<file path="config.mk">
export PLATFORM = sky130hd
export DESIGN_NAME = i4201_clkgen
export DESIGN_NICKNAME = d
export VERILOG_FILES = /design/src/rtl/mcs4_pkg.sv /design/src/rtl/mcs4_sync2.sv /design/src/rtl/i4201_clkgen.sv
export SDC_FILE = /design/constraint.sdc
export NUM_CORES = 1
export LEC_CHECK = 0
export CAP_MARGIN = 20
export CORE_AREA = 4 4 50 52
export CTS_CLUSTER_SIZE = 8
export DETAILED_ROUTE_END_ITERATION = 10
export DIE_AREA = 0 0 54 56
export PLACE_DENSITY = 0.87
export SYNTH_ARGS = -nofsm -noshare
export SYNTH_HDL_FRONTEND = slang
export SYNTH_HIERARCHICAL = 1
export SYNTH_SLANG_ARGS = --single-unit
</file>
<file path="constraint.sdc">
create_clock -name sysclk -period 6.1 [get_ports sysclk]
set_clock_uncertainty 0.1 [all_clocks]
set_input_delay 0.61 -clock sysclk [delete_from_list [all_inputs] [get_ports sysclk]]
set_output_delay 0.61 -clock sysclk [all_outputs]
set_load 0.03 [all_outputs]
</file>
<file path="src/rtl/mcs4_pkg.sv">
// Shared MCS-4 clock generator types and default phase timing.
package mcs4_pkg;

  typedef enum logic [2:0] {
    HALT,
    PH1,
    G12,
    PH2,
    G21
  } phase_t;

  localparam int DEF_CLK1_WIDTH  = 19;
  localparam int DEF_GAP12       = 5;
  localparam int DEF_CLK2_WIDTH  = 19;
  localparam int DEF_GAP21       = 25;
  localparam int DEF_POC_PERIODS = 64;

endpackage

</file>
<file path="src/rtl/mcs4_sync2.sv">
// Two-flop synchronizer with a parameterized reset value.
module mcs4_sync2 #(
  parameter logic RST_VAL = 1'b1
) (
  input  logic clk,
  input  logic rst,
  input  logic d,
  output logic q
);

  logic meta;

  always_ff @(posedge clk or posedge rst) begin
    if (rst) begin
      meta <= RST_VAL;
      q    <= RST_VAL;
    end else begin
      meta <= d;
      q    <= meta;
    end
  end

endmodule

</file>
<file path="src/rtl/i4201_clkgen.sv">
// MCS-4 two-phase clock and power-on-clear generator.
// Define I4201_STEP_EN to enable run/step control and the HALT state.
module i4201_clkgen
  import mcs4_pkg::*;
#(
  parameter int CLK1_WIDTH  = DEF_CLK1_WIDTH,
  parameter int GAP12       = DEF_GAP12,
  parameter int CLK2_WIDTH  = DEF_CLK2_WIDTH,
  parameter int GAP21       = DEF_GAP21,
  parameter int POC_PERIODS = DEF_POC_PERIODS
) (
  input  logic sysclk,
  input  logic reset,
  input  logic ext_reset_pad,
  input  logic run,
  input  logic step,
  output logic clk1_pad,
  output logic clk2_pad,
  output logic poc_pad,
  output logic period_start
);

  localparam int M1   = (CLK1_WIDTH > GAP12) ? CLK1_WIDTH : GAP12;
  localparam int M2   = (CLK2_WIDTH > GAP21) ? CLK2_WIDTH : GAP21;
  localparam int MAXW = (M1 > M2) ? M1 : M2;
  localparam int CW   = $clog2(MAXW + 1);
  localparam int PW   = $clog2(POC_PERIODS + 1) + 1;

  if (CLK1_WIDTH == 0 || GAP12 == 0 ||
      CLK2_WIDTH == 0 || GAP21 == 0) begin : g_bad_width
    $error("i4201_clkgen: phase widths must be nonzero");
  end

  logic          ext_sync;
  phase_t        state;
  phase_t        nstate;
  logic [CW-1:0] cnt;
  logic [CW-1:0] ncnt;
  logic          last;
  logic          g21_exit;
  logic          go;
  logic [PW-1:0] poc_cnt;
  logic [PW-1:0] poc_n;
  logic          full;

  mcs4_sync2 #(
    .RST_VAL(1'b1)
  ) u_sync (
    .clk(sysclk),
    .rst(reset),
    .d  (ext_reset_pad),
    .q  (ext_sync)
  );

  assign last     = (cnt == CW'(1));
  assign g21_exit = (state == G21) && last;

`ifdef I4201_STEP_EN
  logic step_q;
  logic pend;
  logic step_edge;

  assign step_edge = step & ~step_q;
  assign go        = run | pend | step_edge;

  // One pending step at most; an edge on the exit cycle is used directly.
  always_ff @(posedge sysclk or posedge reset) begin
    if (reset) begin
      step_q <= 1'b0;
      pend   <= 1'b0;
    end else begin
      step_q <= step;
      if (pend)
        pend <= ~g21_exit;
      else
        pend <= step_edge && (state != HALT) && !g21_exit;
    end
  end
`else
  logic unused_ctl;
  assign unused_ctl = run ^ step;
  assign go         = 1'b1;
`endif

  always_comb begin
    nstate = state;
    ncnt   = cnt - CW'(1);
    unique case (state)
      HALT: begin
        ncnt = cnt;
        if (go) begin
          nstate = PH1;
          ncnt   = CW'(CLK1_WIDTH);
        end
      end
      PH1: if (last) begin
        nstate = G12;
        ncnt   = CW'(GAP12);
      end
      G12: if (last) begin
        nstate = PH2;
        ncnt   = CW'(CLK2_WIDTH);
      end
      PH2: if (last) begin
        nstate = G21;
        ncnt   = CW'(GAP21);
      end
      G21: if (last) begin
        nstate = go ? PH1 : HALT;
        ncnt   = go ? CW'(CLK1_WIDTH) : '0;
      end
      default: begin
        nstate = G21;
        ncnt   = CW'(GAP21);
      end
    endcase
  end

  always_ff @(posedge sysclk or posedge reset) begin
    if (reset) begin
      state        <= G21;
      cnt          <= CW'(GAP21);
      clk1_pad     <= 1'b0;
      clk2_pad     <= 1'b0;
      period_start <= 1'b0;
    end else begin
      state        <= nstate;
      cnt          <= ncnt;
      clk1_pad     <= (nstate == PH1);
      clk2_pad     <= (nstate == PH2);
      period_start <= (nstate == PH1) && (state != PH1);
    end
  end

  // Only periods that began after ext reset released count toward POC.
  always_comb begin
    poc_n = poc_cnt;
    if (ext_sync)
      poc_n = PW'(POC_PERIODS);
    else if (g21_exit && full && poc_cnt != '0)
      poc_n = poc_cnt - PW'(1);
  end

  always_ff @(posedge sysclk or posedge reset) begin
    if (reset) begin
      poc_cnt <= PW'(POC_PERIODS);
      poc_pad <= 1'b1;
      full    <= 1'b0;
    end else begin
      poc_cnt <= poc_n;
      poc_pad <= ext_sync | (poc_n != '0);
      full    <= ~ext_sync & (full | period_start);
    end
  end

endmodule
</file>
# Yosys cells after proc, flatten, opt, wreduce, memory -nomap -nowiden

Cells that the tools add are included.

Equality and inequality tests: 8
$add $sub $neg: 2
Reduce and logical (&&, ||, !) cells: 8
Bitwise logic cells: 4
Multiplexer cells: 11

Operators by type and width:

| kind                                                   | count |
|---|---|
| case mux 5 bit (4 select lines)                        | 1 |
| two-way mux 8 bit                                      | 2 |
| nonzero test 8 bit                                     | 2 |
| two-way mux 5 bit                                      | 3 |
| case mux 3 bit (5 select lines)                        | 1 |
| two-way mux 3 bit                                      | 4 |
| == test 3 x 2 -> 1 bit (second input constant)         | 3 |
| subtractor 8 x 1 -> 8 bit (second input constant)      | 1 |
| == test 3 x 1 -> 1 bit (second input constant)         | 2 |
| == test 5 x 1 -> 1 bit (second input constant)         | 1 |
| subtractor 5 x 1 -> 5 bit (second input constant)      | 1 |
| logical AND 1 bit                                      | 4 |
| == test 3 bit (second input constant)                  | 1 |
| zero test 3 bit                                        | 1 |
| inequality test 3 x 1 -> 1 bit (second input constant) | 1 |
| bitwise OR 1 bit                                       | 2 |
| OR reduction 2 bit                                     | 1 |
| bitwise AND 1 bit                                      | 1 |
| inverter 1 bit                                         | 1 |

Bits of input ports: 5
Output and inout bits: 4
Bits in registers: 23
Word-level logic and storage cells: 43

# Longest topological paths before layout

Depth in word-level cells: 8
Gate-level depth with buffers: 8
Mapped depth without buffers: 7

# Cells and area by module

Netlist, hierarchy kept.

By module, submodules not included:

| module       | cells each | times used | sequential area each (µm²) | area an instance (µm²) |
|---|---|---|---|---|
| i4201_clkgen | 123        | 1          | 533.0                      | 1,167.4 |
| mcs4_sync2   | 3          | 1          | 52.6                       | 56.3 |

# Worst setup path after synthesis

Ideal clock, no wire load.

Kind: register -> register
Start: register cnt[0]
End: register poc_pad
Required time: 5,933 ps
Cell stages (with the launch flop): 8
Slack: 3,856 ps
Data arrival time: 2,077 ps
Setup time: 67 ps
Clock period less this slack: 2,244 ps
Path buffers: 1
Path through: dfstp_2 -> ha_1 -> or4b_1 -> buf_6 -> a211oi_4 -> mux2i_1 -> and4b_1 -> nand4b_1

Longest elaborated chain between the ends: 8

Ends and longest elaborated chain:

| element                         | RTL line            | RTL |
|---|---|---|
| start, declared                 | i4201_clkgen.sv:37  | `logic [CW-1:0] cnt;` |
| start signal, assigned          | i4201_clkgen.sv:122 | `cnt <= CW'(GAP21);` |
| start signal, assigned          | i4201_clkgen.sv:128 | `cnt <= ncnt;` |
| == test 5 x 1 -> 1 bit          | i4201_clkgen.sv:55  | `assign last = (cnt == CW'(1));` |
| logical AND 1 bit               | i4201_clkgen.sv:56  | `assign g21_exit = (state == G21) && last;` |
| logical AND 1 bit (2 in series) | i4201_clkgen.sv:140 | `else if (g21_exit && full && poc_cnt != '0)` |
| two-way mux 8 bit               | i4201_clkgen.sv:140 |  |
| two-way mux 8 bit               | i4201_clkgen.sv:138 | `if (ext_sync)` |
| nonzero test 8 bit              | i4201_clkgen.sv:151 | `poc_pad <= ext_sync \| (poc_n != '0);` |
| bitwise OR 1 bit                | i4201_clkgen.sv:151 |  |
| end signal, assigned            | i4201_clkgen.sv:151 |  |
| end, declared                   | i4201_clkgen.sv:19  | `output logic poc_pad,` |

Every way passes these cells.

# Worst setup path after layout

Same ends and word-level chain as after synthesis.

==> results.md <==
* Synth area leader: dfrtp_1
* Vias in the first global route at 854
* Critical path class: flip-flop to flip-flop
* Vias/cell at 5.68
* Placed insts at 154
* Critical Path, Cell by Cell: ha_1 -> or4b_1 -> a211oi_4 -> mux2i_1 -> and4b_1 -> nand4b_1
* Clk pin slew, worst setup/hold paths at 0.14 ns
* Max VDD drop at 0.174 mV
* Hold buffers post-CTS at 0
* Wire length on met1 at 872 um
* Drt drc at 0
* IO Pins at 9
* CTS root buffer: clkbuf_4
* Fin crit share at 42.3%
* Outcome: finished, final reports clean
* Peak per-stage delay on the critical path at 0.64 ns
* Synth Area in Compound Gates at 9.61%
* Post-Synth XOR/XNOR Area at 7.16%
* Clk buf depth at 2
* Cts repair resizes at 0
* H-Tree Depth at 1
* Synthesized Nets at 135
* Post-route insts no fill at 158
* Synth top area cells: dfrtp_1, dfstp_2, nor2_1, ha_1, xnor2_1
* Die Y at 56 um
* Grt total ovfl at 0
* Cell area after synthesis at 1220 sq um
* Drt first-iter violations at 25
* Met2 wire len at 1110 um
* Worst Hold Class: flip-flop to flip-flop
* Slowest CP cell: or4b_1
* Die boundary width at 54 um
* Syn Inst Count at 126
* Detail Placement HPWL at 1580 um
* Yosys warnings at 6
* Fin. max-slew vios at 0
* Worst path bufs/invs at 0
* Max-cap violations at 0
* CP arrival at 2.74 ns
* Synthesized flop and latch total at 23
* Most frequent cells in the layout: nor2_1, dfrtp_1, inv_1
* Area share of and/or/nand/nor cells after synthesis at 22.5%
* DR top layer: met4
* Fin Setup TNS at 0 ns
* Final Cell Area at 1320 sq um
* Fmax at 387 MHz
* Routed WL per cell at 13.2 um
* Seq/Total Area, Yosys at 47.9%
* Post-synth top area share at 30.7%
* Metal3 WL at 78 um
* Pre-CTS setup slack at 3.58 ns
* Core Region at 2110 sq um
* Total clock sinks at 23
* Routability cong. at 0.870
* Endpoints failing setup at 0
* Remaining antenna violation count after routing at 0
* Post-Synth Adder-Cell Area at 4.91%
* Starting density of the core at 58.1%
* Share of cells above drive strength 1 at 10.8%
* Post-synthesis mux area share at 2.45%
* Max_slew headroom at 49.1%
* Initial antenna violation count at 0
* Syn-to-layout area delta at 7.77%
* Final worst setup slack at 3.52 ns
* Total Nets Final at 140
* Leak Pwr at 0.543 nW
* Final min period at 2.58 ns
* Global-route wire length before repair at 3620 um
* Vias at 897
* Post-CTS setup buffer count at 0
* Pre-antenna DRT Iters at 4
* Top delay family on crit path: simple AND/OR/NAND/NOR gates
* Clock Latency Late Sink at 0.32 ns
* Worst slew pin tran at 0.762 ns
* Cell Area, Placed at 1290 sq um
* Mean Syn Cell Area at 9.71 sq um
* CTS tree: built
* Power per cell area at 175 nW/um^2
* Fin util at 62.6%
* Die Area at 3020 sq um
* Num CTS Buffers at 3
* Final Hold Viols at 0
* Hold Worst Slack at 0.269 ns
* CP Capture Type: flip-flop
* Unique masters post-synth at 34
* Ant diodes at 0
* Total global-route track usage at 15.9%
* Largest family of logic cells by synthesized area: simple AND/OR/NAND/NOR gates
* Tot Pwr at 0.231 mW
* CP max FO at 9
* PortBufs at 6
* Routed wire length at 2080 um
* Floorplan row count at 17
* Largest net degree at the start of global routing at 22
* Most common cell after layout, fill and taps aside: nor2_1
* Crit start category: flip-flop
* Crit path required time at 6.25 ns
* RSZ-0062 raised after global routing: false
[Yosys cell counts (all sizes together)]
master / count
buf: 1
nand4b: 1
a21o: 1
or4b: 1
and2: 2
a211oi: 1
nand3: 4
nand4: 3
inv: 10
ha: 4
nor4: 2
o211ai: 1
and4b: 1
xor2: 5
nor4b: 1
a31oi: 2
clkbuf: 5
maj3: 1
nand4bb: 1
nor3: 5
mux2i: 3
nor4bb: 1
and3: 1
a21oi: 5
nor2: 19
dfrtp: 15
nand2b: 1
o21ai: 6
a41oi: 1
o22ai: 1
nand2: 6
nor3b: 2
xnor2: 5
dfstp: 8
[per-layer routing]
| metal | vias to the layer above | GRT usage (%) |
|---|---|---|
| met5 | - | 0 |
| met1 | 439 | 18.3 |
| li1 | 437 | - |
| met4 | 0 | 6.05 |
| met2 | 19 | 27.5 |
| met3 | 2 | 3.75 |
[path summary, 6_finish.rpt]
path	start	depth (start not counted)	end	slack, ns
worst max-delay path	cnt[0]	6	poc_pad	3.52
worst min-delay path	u_sync/meta	0	u_sync/q	0.27
worst max register to register	cnt[0]	6	poc_pad	3.52
worst min register to register	u_sync/meta	0	u_sync/q	0.27
max in group asynchronous	reset	2	poc_cnt[7]	4.78
min in group asynchronous	reset	2	u_sync/meta	0.51
[flip-flops by register name, indices dropped and copies added (netlist names)]
name	cells
poc_cnt	8
cnt	5
state	3
clk1_pad	1
clk2_pad	1
full	1
period_start	1
poc_pad	1
u_sync/meta	1
u_sync/q	1
[power breakdown]
| group | total, mW | switching, mW | internal, mW |
|---|---|---|---|
| logic | 0.00429 | 0.00290 | 0.00139 |
| clock network | 0.0723 | 0.0472 | 0.0251 |
| registers | 0.155 | 0.000931 | 0.154 |
| total | 0.231 | 0.0510 | 0.180 |
[area by class of cell]
| class | count | area (sq um) |
|---|---|---|
| Clock buffer | 3 | 22.5 |
| Clock inverter | 1 | 7.51 |
| Fill cell | 167 | 787 |
| Inverter | 10 | 37.5 |
| Multi-Input combinational cell | 87 | 571 |
| Sequential cell | 23 | 586 |
| Tap cell | 28 | 35.0 |
| Timing Repair Buffer | 6 | 60.1 |
[cell families (layout without fill, tap and decap cells)]
logic type	after synthesis	after routing
simple gates	51	51
flops	23	23
compound gates	18	18
buf+inv	16	20
xor+xnor	10	10
fa+ha+maj	5	5
mux	3	3
Power figures use the tool's default switching activity.
